===== config.mk =====
export PLATFORM = sky130hd
export DESIGN_NAME = qif_neuron_array
export DESIGN_NICKNAME = d
export VERILOG_FILES = /design/src/rtl/qif_neuron_array.sv
export SDC_FILE = /design/constraint.sdc
export NUM_CORES = 1
export LEC_CHECK = 0
export ABC_CLOCK_PERIOD_IN_PS = 12300
export BUFFER_PORTS_ARGS = -buffer_cell sky130_fd_sc_hd__buf_2
export CORE_UTILIZATION = 30
export CTS_BUF_LIST = sky130_fd_sc_hd__clkbuf_8
export DETAILED_ROUTE_END_ITERATION = 6
export HOLD_SLACK_MARGIN = 0.12
export PLACE_DENSITY = 0.46
export SETUP_SLACK_MARGIN = 0.5
export SYNTH_ARGS = -nofsm -noshare
export SYNTH_HDL_FRONTEND = slang
export SYNTH_SLANG_ARGS = --single-unit

===== constraint.sdc =====
create_clock -name clk -period 12.3 [get_ports clk]
set_input_delay 1.845 -clock clk [delete_from_list [all_inputs] [get_ports clk]]
set_output_delay 1.845 -clock clk [all_outputs]
set_load 0.01 [all_outputs]

===== src/rtl/qif_neuron_array.sv =====
// ---------------------------------------------------------------------------
// qif_neuron_array
//   A bank of quadratic integrate-and-fire neurons that share one
//   time-multiplexed update datapath. A "step" pulse starts a sweep that
//   advances every neuron by one tick, one neuron per clock. The sweep then
//   publishes which neurons spiked and adds that number to a running total.
//
//   Membrane update (signed, evaluated at 2*WIDTH+2 bits):
//     V_next = sat( V + (I >>> B_SHIFT) + ((V*V) >>> FRAC_SHIFT) )
//   A neuron spikes when V_next >= V_PEAK. It then reloads V_RESET and stays
//   clamped at V_RESET for REFRACT further sweeps.
//
// Ports
//   clk        clock
//   rst_n      synchronous reset, active-low
//   ena        global enable; low freezes FSM, V, refractory, spike_cnt
//              (current-register writes are still accepted)
//   cur_we     write strobe for the per-neuron input-current register
//   cur_addr   neuron index for cur_data
//   cur_data   signed input current I
//   step       start one update sweep (sampled only when idle and enabled)
//   busy       high while a sweep is in progress
//   done       one-cycle pulse when a sweep completes; spike_vec valid
//   spike_vec  bit k set if neuron k spiked in the last completed sweep
//   spike_cnt  total spikes since reset, wraps at 2^16
//   v_mon_sel  membrane monitor select
//   v_mon      combinational V[v_mon_sel]
// ---------------------------------------------------------------------------
module qif_neuron_array #(
    parameter int WIDTH      = 8,
    parameter int N_NEURONS  = 4,
    parameter int V_RESET    = -20,
    parameter int V_PEAK     = 50,
    parameter int B_SHIFT    = 2,
    parameter int FRAC_SHIFT = 4,
    parameter int REFRACT    = 2,
    localparam int AW        = $clog2(N_NEURONS)
) (
    input  logic                 clk,
    input  logic                 rst_n,
    input  logic                 ena,
    input  logic                 cur_we,
    input  logic [AW-1:0]        cur_addr,
    input  logic [WIDTH-1:0]     cur_data,
    input  logic                 step,
    output logic                 busy,
    output logic                 done,
    output logic [N_NEURONS-1:0] spike_vec,
    output logic [15:0]          spike_cnt,
    input  logic [AW-1:0]        v_mon_sel,
    output logic [WIDTH-1:0]     v_mon
);

    // Extended width holds V*V plus both addends without overflow.
    localparam int EW = 2 * WIDTH + 2;
    localparam int RW = (REFRACT > 0) ? $clog2(REFRACT + 1) : 1;
    localparam int PW = $clog2(N_NEURONS + 1);

    localparam logic signed [EW-1:0]    MAX_E  = EW'(2 ** (WIDTH - 1) - 1);
    localparam logic signed [EW-1:0]    MIN_E  = EW'(-(2 ** (WIDTH - 1)));
    localparam logic signed [EW-1:0]    PEAK_E = EW'(V_PEAK);
    localparam logic signed [WIDTH-1:0] V_RST  = WIDTH'(V_RESET);
    localparam logic [RW-1:0]           REFR_LOAD = RW'(REFRACT);
    localparam logic [AW-1:0]           LAST_IDX  = AW'(N_NEURONS - 1);

    typedef enum logic [1:0] {
        IDLE   = 2'd0,
        UPDATE = 2'd1,
        FINISH = 2'd2
    } state_t;

    state_t                   state;
    logic [AW-1:0]            idx;
    logic [N_NEURONS-1:0]     shadow;
    logic signed [WIDTH-1:0]  v_mem    [N_NEURONS];
    logic signed [WIDTH-1:0]  cur_mem  [N_NEURONS];
    logic [RW-1:0]            refr_mem [N_NEURONS];

    // Datapath for the neuron currently selected by idx.
    logic signed [WIDTH-1:0] v_cur;
    logic signed [WIDTH-1:0] i_cur;
    logic [RW-1:0]           refr_cur;
    logic signed [EW-1:0]    v_e;
    logic signed [EW-1:0]    i_e;
    logic signed [EW-1:0]    sum;
    logic signed [EW-1:0]    sat;
    logic signed [WIDTH-1:0] v_upd;
    logic [RW-1:0]           refr_upd;
    logic                    spike_upd;
    logic [PW-1:0]           pop;

    // NOTE: every always_comb output gets a default first so no path leaves it
    // unassigned; a missing default would infer a latch.
    always_comb begin
        v_cur     = v_mem[idx];
        i_cur     = cur_mem[idx];
        refr_cur  = refr_mem[idx];
        v_e       = {{(EW - WIDTH){v_cur[WIDTH-1]}}, v_cur};
        i_e       = {{(EW - WIDTH){i_cur[WIDTH-1]}}, i_cur};
        sum       = v_e + (i_e >>> B_SHIFT) + ((v_e * v_e) >>> FRAC_SHIFT);
        sat       = sum;
        v_upd     = V_RST;
        refr_upd  = refr_cur;
        spike_upd = 1'b0;

        // Saturate first so the threshold sees the clamped voltage.
        if (sum > MAX_E) begin
            sat = MAX_E;
        end else if (sum < MIN_E) begin
            sat = MIN_E;
        end

        if (refr_cur != '0) begin
            refr_upd = refr_cur - RW'(1);
        end else if (sat >= PEAK_E) begin
            spike_upd = 1'b1;
            refr_upd  = REFR_LOAD;
        end else begin
            v_upd = sat[WIDTH-1:0];
        end
    end

    always_comb begin
        pop = '0;
        for (int k = 0; k < N_NEURONS; k++) begin
            pop = pop + PW'(shadow[k]);
        end
    end

    assign busy  = (state != IDLE);
    assign v_mon = v_mem[v_mon_sel];

    // NOTE: the neuron state arrays are reset because reset must return every
    // neuron to a known voltage and current; they are built as flops, not RAM.
    // NOTE: sequential state uses non-blocking assignments only, so the
    // datapath always reads the pre-edge value (a same-edge current write to
    // the neuron being updated is therefore seen only on the next sweep).
    always_ff @(posedge clk) begin
        if (!rst_n) begin
            state     <= IDLE;
            idx       <= '0;
            shadow    <= '0;
            spike_vec <= '0;
            spike_cnt <= '0;
            done      <= 1'b0;
            for (int k = 0; k < N_NEURONS; k++) begin
                v_mem[k]    <= V_RST;
                cur_mem[k]  <= '0;
                refr_mem[k] <= '0;
            end
        end else begin
            // done is a single-cycle pulse and drops whenever ena is low.
            done <= 1'b0;

            if (cur_we) begin
                cur_mem[cur_addr] <= cur_data;
            end

            if (ena) begin
                case (state)
                    IDLE: begin
                        if (step) begin
                            state  <= UPDATE;
                            idx    <= '0;
                            shadow <= '0;
                        end
                    end
                    UPDATE: begin
                        v_mem[idx]    <= v_upd;
                        refr_mem[idx] <= refr_upd;
                        if (spike_upd) begin
                            shadow[idx] <= 1'b1;
                        end
                        if (idx == LAST_IDX) begin
                            state <= FINISH;
                        end else begin
                            idx <= idx + AW'(1);
                        end
                    end
                    FINISH: begin
                        spike_vec <= shadow;
                        spike_cnt <= spike_cnt + 16'(pop);
                        done      <= 1'b1;
                        state     <= IDLE;
                    end
                    default: begin
                        state <= IDLE;
                    end
                endcase
            end
        end
    end

endmodule


==> flow_summary_export.csv, run 1 <==
group,metric,value,unit
run_status,outcome,"finished clean",
worst_setup_path,cp_num_buf_inv,8,
placed_design,portBuffers,44,
sta,tightest_slew,0.760,ns
synthesis,synth_ff_type,"edfxtp_1",
global_routing,grt-ovfl-total,0,
drt,ant_nets,0,
drt,wl,17.4,mm
clock_network,cts.htree.levels,3,
drt,drtIter0Drc,209,
drt,avgRoutedWirePerCell,15.3,µm
synthesis,synth_area,0.00785,mm²
worst_setup_path,crit_required,12.40,ns
synthesis,syn-num-nets,890,
worst_setup_path,critPathKind,"flip-flop to flip-flop",
drt,drcViolationCount,0,
final_layout,area_growth_syn_to_layout,9.60,%
final_layout,diodes,0,
clock_network,clk_pin_slew_worst_paths,0.10,ns
placed_design,gp_congestion,0.758,
final_layout,layout.nets,922,
clock_network,clockBufferDepth,2,
clock_network,cts_tree,"done",
synthesis,synth-edff-count,64,
worst_setup_path,cpMostUsedCell,"inv_1",
clock_network,cts-resized-gates,0,
synthesis,synth_cell_types,61,
hold_path,hp-class,"flip-flop to flip-flop",
die,die_y,164,µm
clock_network,clock_sink_count,95,
die,rows,58,
die,die_area,0.0268,mm²
synthesis,async_flop_share,0,%
clock_network,clk_latency,0.38,ns
worst_setup_path,crit_fanout,15,
final_layout,nFillCells,2614,
sta,skew,0.0161,ns
die,num_io_pins,47,
sta,fmax,0.101,GHz
sta,setup_viol,0,
synthesis,netlist_instances,770,
worst_setup_path,startpoint_type,"flip-flop",
sta,max-slew-margin-rel,48.9,%
worst_setup_path,end_kind,"flip-flop",
synthesis,syn_avg_cell_area,10.2,µm²
global_routing,first_global_vias,5623,
sta,post-route-period-util,80.8,%
global_routing,grt_usage,14.3,%
drt,dr.pass1.iters,4,
job,drv_cap,0,
worst_setup_path,max_stage_delay,0.75,ns
worst_setup_path,cp_slowest_cell,"fa_1",
sta,final_hold_viol_count,0,
sta,layout_min_cycle_time,9.94,ns
sta,drv_slew,0,
sta,rsz0062_at_grt,"false",
die,die-width,164,µm
drt,route.vias.total,5398,
die,coreArea,0.0254,mm²
synthesis,synth_warnings,0,
clock_network,ctsHoldBuffers,0,
clock_network,cts_root_buffer,"clkbuf_8",
die,start_util,30.9,%
worst_setup_path,arrival,10.04,ns
final_layout,drive_gt1_share,14.0,%
global_routing,antenna_found_initial,0,
drt,viasPerCell,4.75,
global_routing,grt_pass1_wl,29.7,mm
synthesis,ys_seq_elements,95,
clock_network,cts_inserted_buffers,9,
clock_network,postCtsSetupRepairBufs,0,
synthesis,ys_seq_area_share,32.4,%
placed_design,place_hpwl,13.5,mm
global_routing,grt_max_degree,43,
worst_setup_path,path_delay_family,"adder cells",
sta,setup_tns,0,ns
## registers in the layout (all words and copies together) (netlist names), named ones only
signal and flops:
idx 2, shadow 4, spike_cnt 16, done 1
refr_mem 8, spike_vec 4, state 2, cur_mem 24
v_mem 32
## worst min-delay path, delay by kind of cell (launching register included)
family / cells / cell delay, ns
flops: 1 / 0.32
compound gates: 1 / 0.06
simple gates: 1 / 0.05
## path summary, 6_finish.rpt
| kind | depth (start not counted) | from | to | slack [ns] |
|---|---|---|---|---|
| setup / recovery | 32 | flip-flop | v_mem[0][6] | 2.36 |
| hold / removal | 2 | spike_vec[1] | spike_vec[1] | 0.47 |
| setup reg to reg | 32 | flip-flop | v_mem[0][6] | 2.36 |
| hold reg to reg | 2 | spike_vec[1] | spike_vec[1] | 0.47 |
## Yosys cell counts, drive strengths merged, types with 4 or more instances
library cell	instances	area share [%]
fa	58	15
nand2	68	3.3
a21o	6	0.57
nor3b	6	0.57
nor2	50	2.4
edfxtp	64	24
o21bai	4	0.38
nor2b	13	1.0
o31ai	4	0.38
o211ai	7	0.73
buf	12	0.85
o21ai	24	1.5
nand2b	10	0.80
mux4	24	6.9
xnor2	29	3.2
nand4b	5	0.56
clkbuf	15	0.72
and2	45	3.6
ha	45	7.2
nand4	10	0.80
nor3	14	0.89
or3	11	0.88
nand3	24	1.7
inv	98	4.7
nand3b	4	0.38
dfxtp	31	7.9
a21boi	11	1.1
xor2	7	0.78
a21oi	27	2.4
and3	11	0.88
## cell usage in the layout, fill, tap and decap left out, drive strengths merged, types with 3 or more instances in the layout
| cell | synthesis | layout |
|---|---|---|
| nand4b | 5 | 5 |
| a21o | 6 | 6 |
| fa | 58 | 58 |
| dfxtp | 31 | 31 |
| nor2 | 50 | 50 |
| a31oi | 3 | 3 |
| nand2 | 68 | 68 |
| clkbuf | 15 | 9 |
| o31ai | 4 | 4 |
| nand3 | 24 | 24 |
| nand4 | 10 | 10 |
| o21ai | 24 | 24 |
| a21boi | 11 | 11 |
| mux4 | 24 | 24 |
| o21a | 3 | 3 |
| and2 | 45 | 45 |
| o211ai | 7 | 7 |
| and3 | 11 | 11 |
| xnor2 | 29 | 29 |
| buf | 12 | 48 |
| or3 | 11 | 11 |
| xor2 | 7 | 7 |
| nand2b | 10 | 10 |
| ha | 45 | 45 |
| a21oi | 27 | 27 |
| or2 | 3 | 3 |
| a311oi | 3 | 3 |
| nor3 | 14 | 14 |
| nand3b | 4 | 4 |
| inv | 98 | 101 |
| o21bai | 4 | 4 |
| edfxtp | 64 | 64 |
| nor3b | 6 | 6 |
| nor2b | 13 | 13 |
## logic make-up after synthesis
group / share of synthesized area (%)
AO/OA/AOI/OAI: 9.54
XOR/XNOR: 4.02
adder cells (fa/ha/maj): 22.0
buffers and inverters: 6.25
flip-flops: 32.4
multiplexers: 7.16
AND/OR/NAND/NOR: 18.7
## through the flow
step                hold slack [ns]  utilization (%)  area (µm²)  std cells  setup slack (ns)
floorplan                     0.468                -        7850        770              3.84
global placement              0.452             33.0        8390       1121              2.30
detailed placement            0.458             33.0        8390       1121              2.35
CTS                           0.472             33.9        8600       1137              2.30
global route                  0.487             33.9        8600       1137              1.75
finish                        0.468             33.9        8600       1137              2.36
## area by class of cell
cell class | instances | area [µm²] | share of cell area (%)
Clock buffer | 9 | 124 | 1.44
Sequential cell | 95 | 2540 | 29.6
Inverter | 98 | 368 | 4.28
Timing Repair Buffer | 48 | 250 | 2.91
Clock inverter | 7 | 88.8 | 1.03
Multi-Input combinational cell | 550 | 4810 | 56.0
Tap cell | 330 | 413 | 4.80
## layer usage
metal | global-route usage (%) | up-vias | part of all wire [%]
met5 | 0 | - | 0
met4 | 3.16 | 0 | 1.1
met2 | 22.4 | 89 | 44
li1 | - | 2698 | -
met3 | 2.60 | 14 | 4.0
met1 | 20.5 | 2597 | 51
Power of run 1 is not shown: default switching activity piles up to over one toggle a cycle in this logic, so the estimate is an artifact.
==> inputs of run 2 (changes only) <==
--- a/config.mk
+++ b/config.mk
@@ -5,13 +5,13 @@
 export SDC_FILE = /design/constraint.sdc
 export NUM_CORES = 1
 export LEC_CHECK = 0
-export ABC_CLOCK_PERIOD_IN_PS = 12300
+export ABC_CLOCK_PERIOD_IN_PS = 8920
 export BUFFER_PORTS_ARGS = -buffer_cell sky130_fd_sc_hd__buf_2
 export CORE_UTILIZATION = 30
 export CTS_BUF_LIST = sky130_fd_sc_hd__clkbuf_8
 export DETAILED_ROUTE_END_ITERATION = 6
 export HOLD_SLACK_MARGIN = 0.12
-export PLACE_DENSITY = 0.46
+export PLACE_DENSITY = 0.48
 export SETUP_SLACK_MARGIN = 0.5
 export SYNTH_ARGS = -nofsm -noshare
 export SYNTH_HDL_FRONTEND = slang
==> constraint.sdc (replaced) <==
create_clock -name clk -period 8.92 [get_ports clk]
set_input_delay 1.338 -clock clk [delete_from_list [all_inputs] [get_ports clk]]
set_output_delay 1.338 -clock clk [all_outputs]
set_load 0.01 [all_outputs]
==> run 2 against run 1 <==
  * Cell count is 5.5% higher
  * Sequential share of layout area down 3.1 points
  * Highest routed layer unchanged
  * Flip-flop and latch count did not move
  * Wire length grew 6.3%
  * Register-to-register slack worse by 1.7 ns
  * Design area grew 12%
  * Count of clock-buffer cells in the layout unchanged
  * Clock skew grew 0.0039 ns
  * Critical path depth is 2 higher
  * Die area is the same
  * Via count grew 6.5%
  * First-iteration DRC count up 48%
==> flow_summary_export.csv, run 2 (synthesis results as in run 1) <==
group,metric,value,unit
placed_design,place_area,0.00862,mm²
final_layout,drive_gt1_share,28.2,%
worst_setup_path,cpMostUsedCell,"fa_1",
die,die-width,164,µm
sta,setup_tns,0,ns
sta,final_hold_viol_count,0,
die,num_io_pins,47,
worst_setup_path,cp_slowest_cell,"mux4_2",
drt,wl,18.5,mm
drt,route.vias.total,5750,
die,rows,58,
die,die_area,0.0268,mm²
sta,rsz0062_at_grt,"true",
sta,setup_slack,0.692,ns
die,start_util,30.9,%
global_routing,grt_pass1_wl,30.5,mm
final_layout,final_common_cell,"inv_1",
clock_network,clk_pin_slew_worst_paths,0.10,ns
die,die_y,164,µm
drt,drcViolationCount,0,
worst_setup_path,crit_required,9.03,ns
clock_network,cts_tree,"done",
clock_network,cts_root_buffer,"clkbuf_8",
drt,dr.pass1.iters,5,
final_layout,regMostFlops,"v_mem",
placed_design,dpl_worst_slack,0.0851,ns
sta,fmax,0.122,GHz
final_layout,reg.largest.list,"v_mem x32, cur_mem x24, spike_cnt x16",
worst_setup_path,startpoint_type,"flip-flop",
drt,viasPerCell,4.79,
final_layout,final_cell_mix,"82 x inv_1, 64 x edfxtp_1, 60 x nand2_1",
sta,layout_min_cycle_time,8.23,ns
placed_design,portBuffers,44,
clock_network,ctsHoldBuffers,0,
global_routing,first_global_vias,5820,
sta,max-slew-margin-rel,48.2,%
drt,ant_nets,0,
sta,drv_slew,0,
final_layout,diodes,0,
sta,setup_viol,0,
global_routing,grt_usage,14.8,%
hold_path,hp-class,"flip-flop to flip-flop",
worst_setup_path,critPathKind,"flip-flop to flip-flop",
placed_design,gp_congestion,0.748,
worst_setup_path,max_stage_delay,0.62,ns
final_layout,layout.nets,985,
worst_setup_path,crit_fanout,7,
job,drv_cap,0,
sta,tightest_slew,0.774,ns
run_status,outcome,"finished clean",
clock_network,clock_sink_count,95,
global_routing,antenna_found_initial,0,
worst_setup_path,end_kind,"flip-flop",
sta,skew,0.0199,ns
die,coreArea,0.0254,mm²
worst_setup_path,rrSetupSlack,0.69,ns
global_routing,grt-ovfl-total,0,
clock_network,clockBufferDepth,2,
drt,avgRoutedWirePerCell,15.4,µm
final_layout,final_area,0.00961,mm²
clock_network,cts.htree.levels,3,
drt,drtIter0Drc,310,
final_layout,largest_register_ffs,32,
global_routing,grt_max_degree,43,
sta,post-route-period-util,92.2,%
worst_setup_path,arrival,8.34,ns
placed_design,place_hpwl,13.8,mm
final_layout,area_growth_syn_to_layout,22.5,%
clock_network,cts_inserted_buffers,9,
clock_network,clk_latency,0.39,ns
## run 2: changes by cell type in the layout (fill, tap and decap cells not counted), sizes merged
cell,change
buf,+63
clkinv,+3
bufinv,-1
clkinvlp,-1
inv,-1
## run 2: worst paths after layout
check,from,to,depth (start not counted)
hold reg to reg,spike_vec[2],spike_vec[2],2
setup / recovery,flip-flop,v_mem[1][6],34
setup reg to reg,flip-flop,v_mem[1][6],34
hold / removal,spike_vec[2],spike_vec[2],2
## run 2: area by class of cell
| type | count | area [µm²] |
|---|---|---|
| flip-flops and latches | 95 | 2550 |
| repair buffers | 111 | 885 |
| clock buffers | 9 | 124 |
| well taps | 330 | 413 |
| fillers | 2572 | 15800 |
| clock inverters | 7 | 92.6 |
| multi-input cells | 550 | 5180 |
| inverters | 98 | 373 |
## run 2: metrics by stage
step / utilization, % / cells / hold WS, ns
2_1_floorplan: - / 770 / 0.468
3_3_place_gp: 33.9 / 1147 / 0.453
3_5_place_dp: 33.9 / 1147 / 0.460
4_1_cts: 36.6 / 1186 / 0.474
5_1_grt: 37.8 / 1200 / 0.495
6_report: 37.8 / 1200 / 0.471
## run 2: critical path: cells and delay by family, from the launching register on
kind | cells | cell delay [ns]
xor+xnor | 1 | 0.19
fa+ha+maj | 8 | 3.17
buf+inv | 10 | 0.97
simple gates | 8 | 1.52
mux | 1 | 0.62
compound gates | 6 | 1.08
flops | 1 | 0.38
## run 2: what timing repair did
action	4_1_cts	5_1_grt
buffers inserted	22	14
cloned	1	0
setup endpoints to repair	40	40
resized for setup	58	43
pin swaps	32	54
## run 2: layer usage
layer  global-route usage [%]  vias up  share of wire (%)
li1                         -     2845                  -
met1                     20.5     2801                 49
met2                     23.8       95                 47
met3                     3.18        9                4.0
met4                     2.69        0               0.42
met5                        0        -                  0
Power of run 2 is left out for the same reason.
==> inputs of run 3 (changes only) <==
--- a/config.mk
+++ b/config.mk
@@ -5,13 +5,13 @@
 export SDC_FILE = /design/constraint.sdc
 export NUM_CORES = 1
 export LEC_CHECK = 0
-export ABC_CLOCK_PERIOD_IN_PS = 8920
+export ABC_CLOCK_PERIOD_IN_PS = 8900
 export BUFFER_PORTS_ARGS = -buffer_cell sky130_fd_sc_hd__buf_2
 export CORE_UTILIZATION = 30
 export CTS_BUF_LIST = sky130_fd_sc_hd__clkbuf_8
 export DETAILED_ROUTE_END_ITERATION = 6
 export HOLD_SLACK_MARGIN = 0.12
-export PLACE_DENSITY = 0.48
+export PLACE_DENSITY = 0.46
 export SETUP_SLACK_MARGIN = 0.5
 export SYNTH_ARGS = -nofsm -noshare
 export SYNTH_HDL_FRONTEND = slang
==> constraint.sdc (replaced) <==
create_clock -name clk -period 8.9 [get_ports clk]
set_input_delay 1.335 -clock clk [delete_from_list [all_inputs] [get_ports clk]]
set_output_delay 1.335 -clock clk [all_outputs]
set_load 0.01 [all_outputs]
==> run 3 against run 2 <==
  * Worst hold slack gained 0.0044 ns
  * Flip-flop and latch count is the same
  * Sequential share of layout area shrank 0.32 points
  * Cell count grew 0.67%
  * Register-to-register slack lost 0.09 ns
  * Fmax shrank 0.82%
  * Design area grew 1.2%
  * Critical endpoint is now v_mem[0][6]
==> flow_summary_export.csv, run 3 (synthesis results as in run 1) <==
group,metric,value,unit
placed_design,gp_congestion,0.738,
worst_setup_path,crit_fanout,7,
sta,setup_viol,0,
worst_setup_path,r2r_end,"v_mem[0][6]",
hold_path,whs_path_depth,2,
final_layout,layout.nets,993,
die,die_y,164,µm
hold_path,hp-start,"spike_vec[0]",
sta,max-slew-margin-rel,47.6,%
final_layout,utilization,38.3,%
die,die-width,164,µm
sta,final_hold_viol_count,0,
clock_network,ctsHoldBuffers,0,
die,num_io_pins,47,
sta,post-route-period-util,93.2,%
die,coreArea,0.0254,mm²
hold_path,hold_path_end,"spike_vec[0]",
sta,setup_tns,0,ns
drt,drcViolationCount,0,
placed_design,portBuffers,44,
final_layout,final_cell_mix,"79 x inv_1, 64 x edfxtp_1, 59 x nand2_1",
global_routing,antenna_found_initial,0,
sta,drv_slew,0,
global_routing,grt_pass1_wl,30.8,mm
clock_network,cts_tree,"done",
sta,layout_min_cycle_time,8.30,ns
drt,route.vias.total,5766,
placed_design,place_inst,1149,
worst_setup_path,end_kind,"flip-flop",
clock_network,cts_inserted_buffers,9,
die,die_area,0.0268,mm²
worst_setup_path,rrSetupSlack,0.60,ns
sta,tightest_slew,0.783,ns
final_layout,reg.largest.list,"v_mem x32, cur_mem x24, spike_cnt x16",
drt,ant_nets,0,
hold_path,hp-class,"flip-flop to flip-flop",
worst_setup_path,crit_required,9.01,ns
clock_network,cts_root_buffer,"clkbuf_8",
clock_network,clk_latency,0.39,ns
worst_setup_path,startpoint_type,"flip-flop",
worst_setup_path,cp_slowest_cell,"mux4_2",
global_routing,grt_usage,15.0,%
worst_setup_path,arrival,8.40,ns
sta,rsz0062_at_grt,"true",
drt,viasPerCell,4.77,
final_layout,regMostFlops,"v_mem",
sta,fmax,0.121,GHz
worst_setup_path,reg2regPathDepth,33,
clock_network,clockBufferDepth,2,
placed_design,place_hpwl,14.0,mm
sta,skew,0.0144,ns
run_status,outcome,"finished clean",
clock_network,clk_pin_slew_worst_paths,0.10,ns
final_layout,area_growth_syn_to_layout,24.0,%
drt,avgRoutedWirePerCell,15.8,µm
clock_network,clock_sink_count,95,
global_routing,grt-ovfl-total,0,
final_layout,diodes,0,
die,start_util,30.9,%
clock_network,cts.htree.levels,3,
worst_setup_path,max_stage_delay,0.60,ns
global_routing,grt_max_degree,43,
die,rows,58,
worst_setup_path,critPathKind,"flip-flop to flip-flop",
drt,wl,19.1,mm
final_layout,drive_gt1_share,30.0,%
drt,drtIter0Drc,286,
final_layout,largest_register_ffs,32,
final_layout,final_common_cell,"inv_1",
drt,dr.pass1.iters,4,
worst_setup_path,cpMostUsedCell,"fa_1",
global_routing,first_global_vias,5739,
final_layout,layout.cells.non_filler,1208,
job,drv_cap,0,
[run 3: worst max-delay path, delay by kind of cell, from the launching register on]
family | cells | cell delay, ns
adders and majority gates | 8 | 3.22
and+or+nand+nor | 8 | 1.47
AOI/OAI and AO/OA | 6 | 1.19
buffers and inverters | 9 | 0.92
muxes | 1 | 0.60
DFF | 1 | 0.39
xor gates and xnor gates | 1 | 0.19
[run 3: area by class of cell]
type	count	area, µm²
repair buffers	119	926
inverters	98	373
clock inverters	7	61.3
clock buffers	9	124
multi-input cells	550	5280
well taps	330	413
fillers	2561	15700
flip-flops and latches	95	2550
[run 3: repair_timing]
item,CTS,global route
hold endpoints to repair,0,0
cloned,2,0
resized for setup,81,40
pin swaps,45,20
setup buffers,31,10
setup endpoints to repair,40,37
[run 3: worst max path at each step]
stage          startpoint           to  slack, ns  cells after the start
4_1_cts         flip-flop  v_mem[0][6]       0.46                     35
5_1_grt         flip-flop  v_mem[0][6]       0.35                     33
6_report        flip-flop  v_mem[0][6]       0.60                     33
3_5_place_dp    flip-flop  v_mem[0][6]       0.11                     30
2_1_floorplan   flip-flop  v_mem[0][6]       0.53                     32
3_3_place_gp    flip-flop  v_mem[0][6]       0.05                     30
[run 3: routing by layer]
layer / track usage [%] / up-vias / part of all wire, %
li1: - / 2853 / -
met1: 21.1 / 2802 / 49
met2: 23.7 / 98 / 46
met3: 2.88 / 13 / 3.6
met4: 3.20 / 0 / 1.2
met5: 0 / - / 0
[run 3: through the flow]
stage               cell area, µm²  hold WS (ns)  worst slack (ns)
finish                        9730         0.475             0.603
global route                  9730         0.520             0.352
CTS                           9460         0.487             0.464
detailed placement            8630         0.464             0.108
global placement              8630         0.452            0.0524
floorplan                     7850         0.468             0.535
Power of run 3 is left out for the same reason.
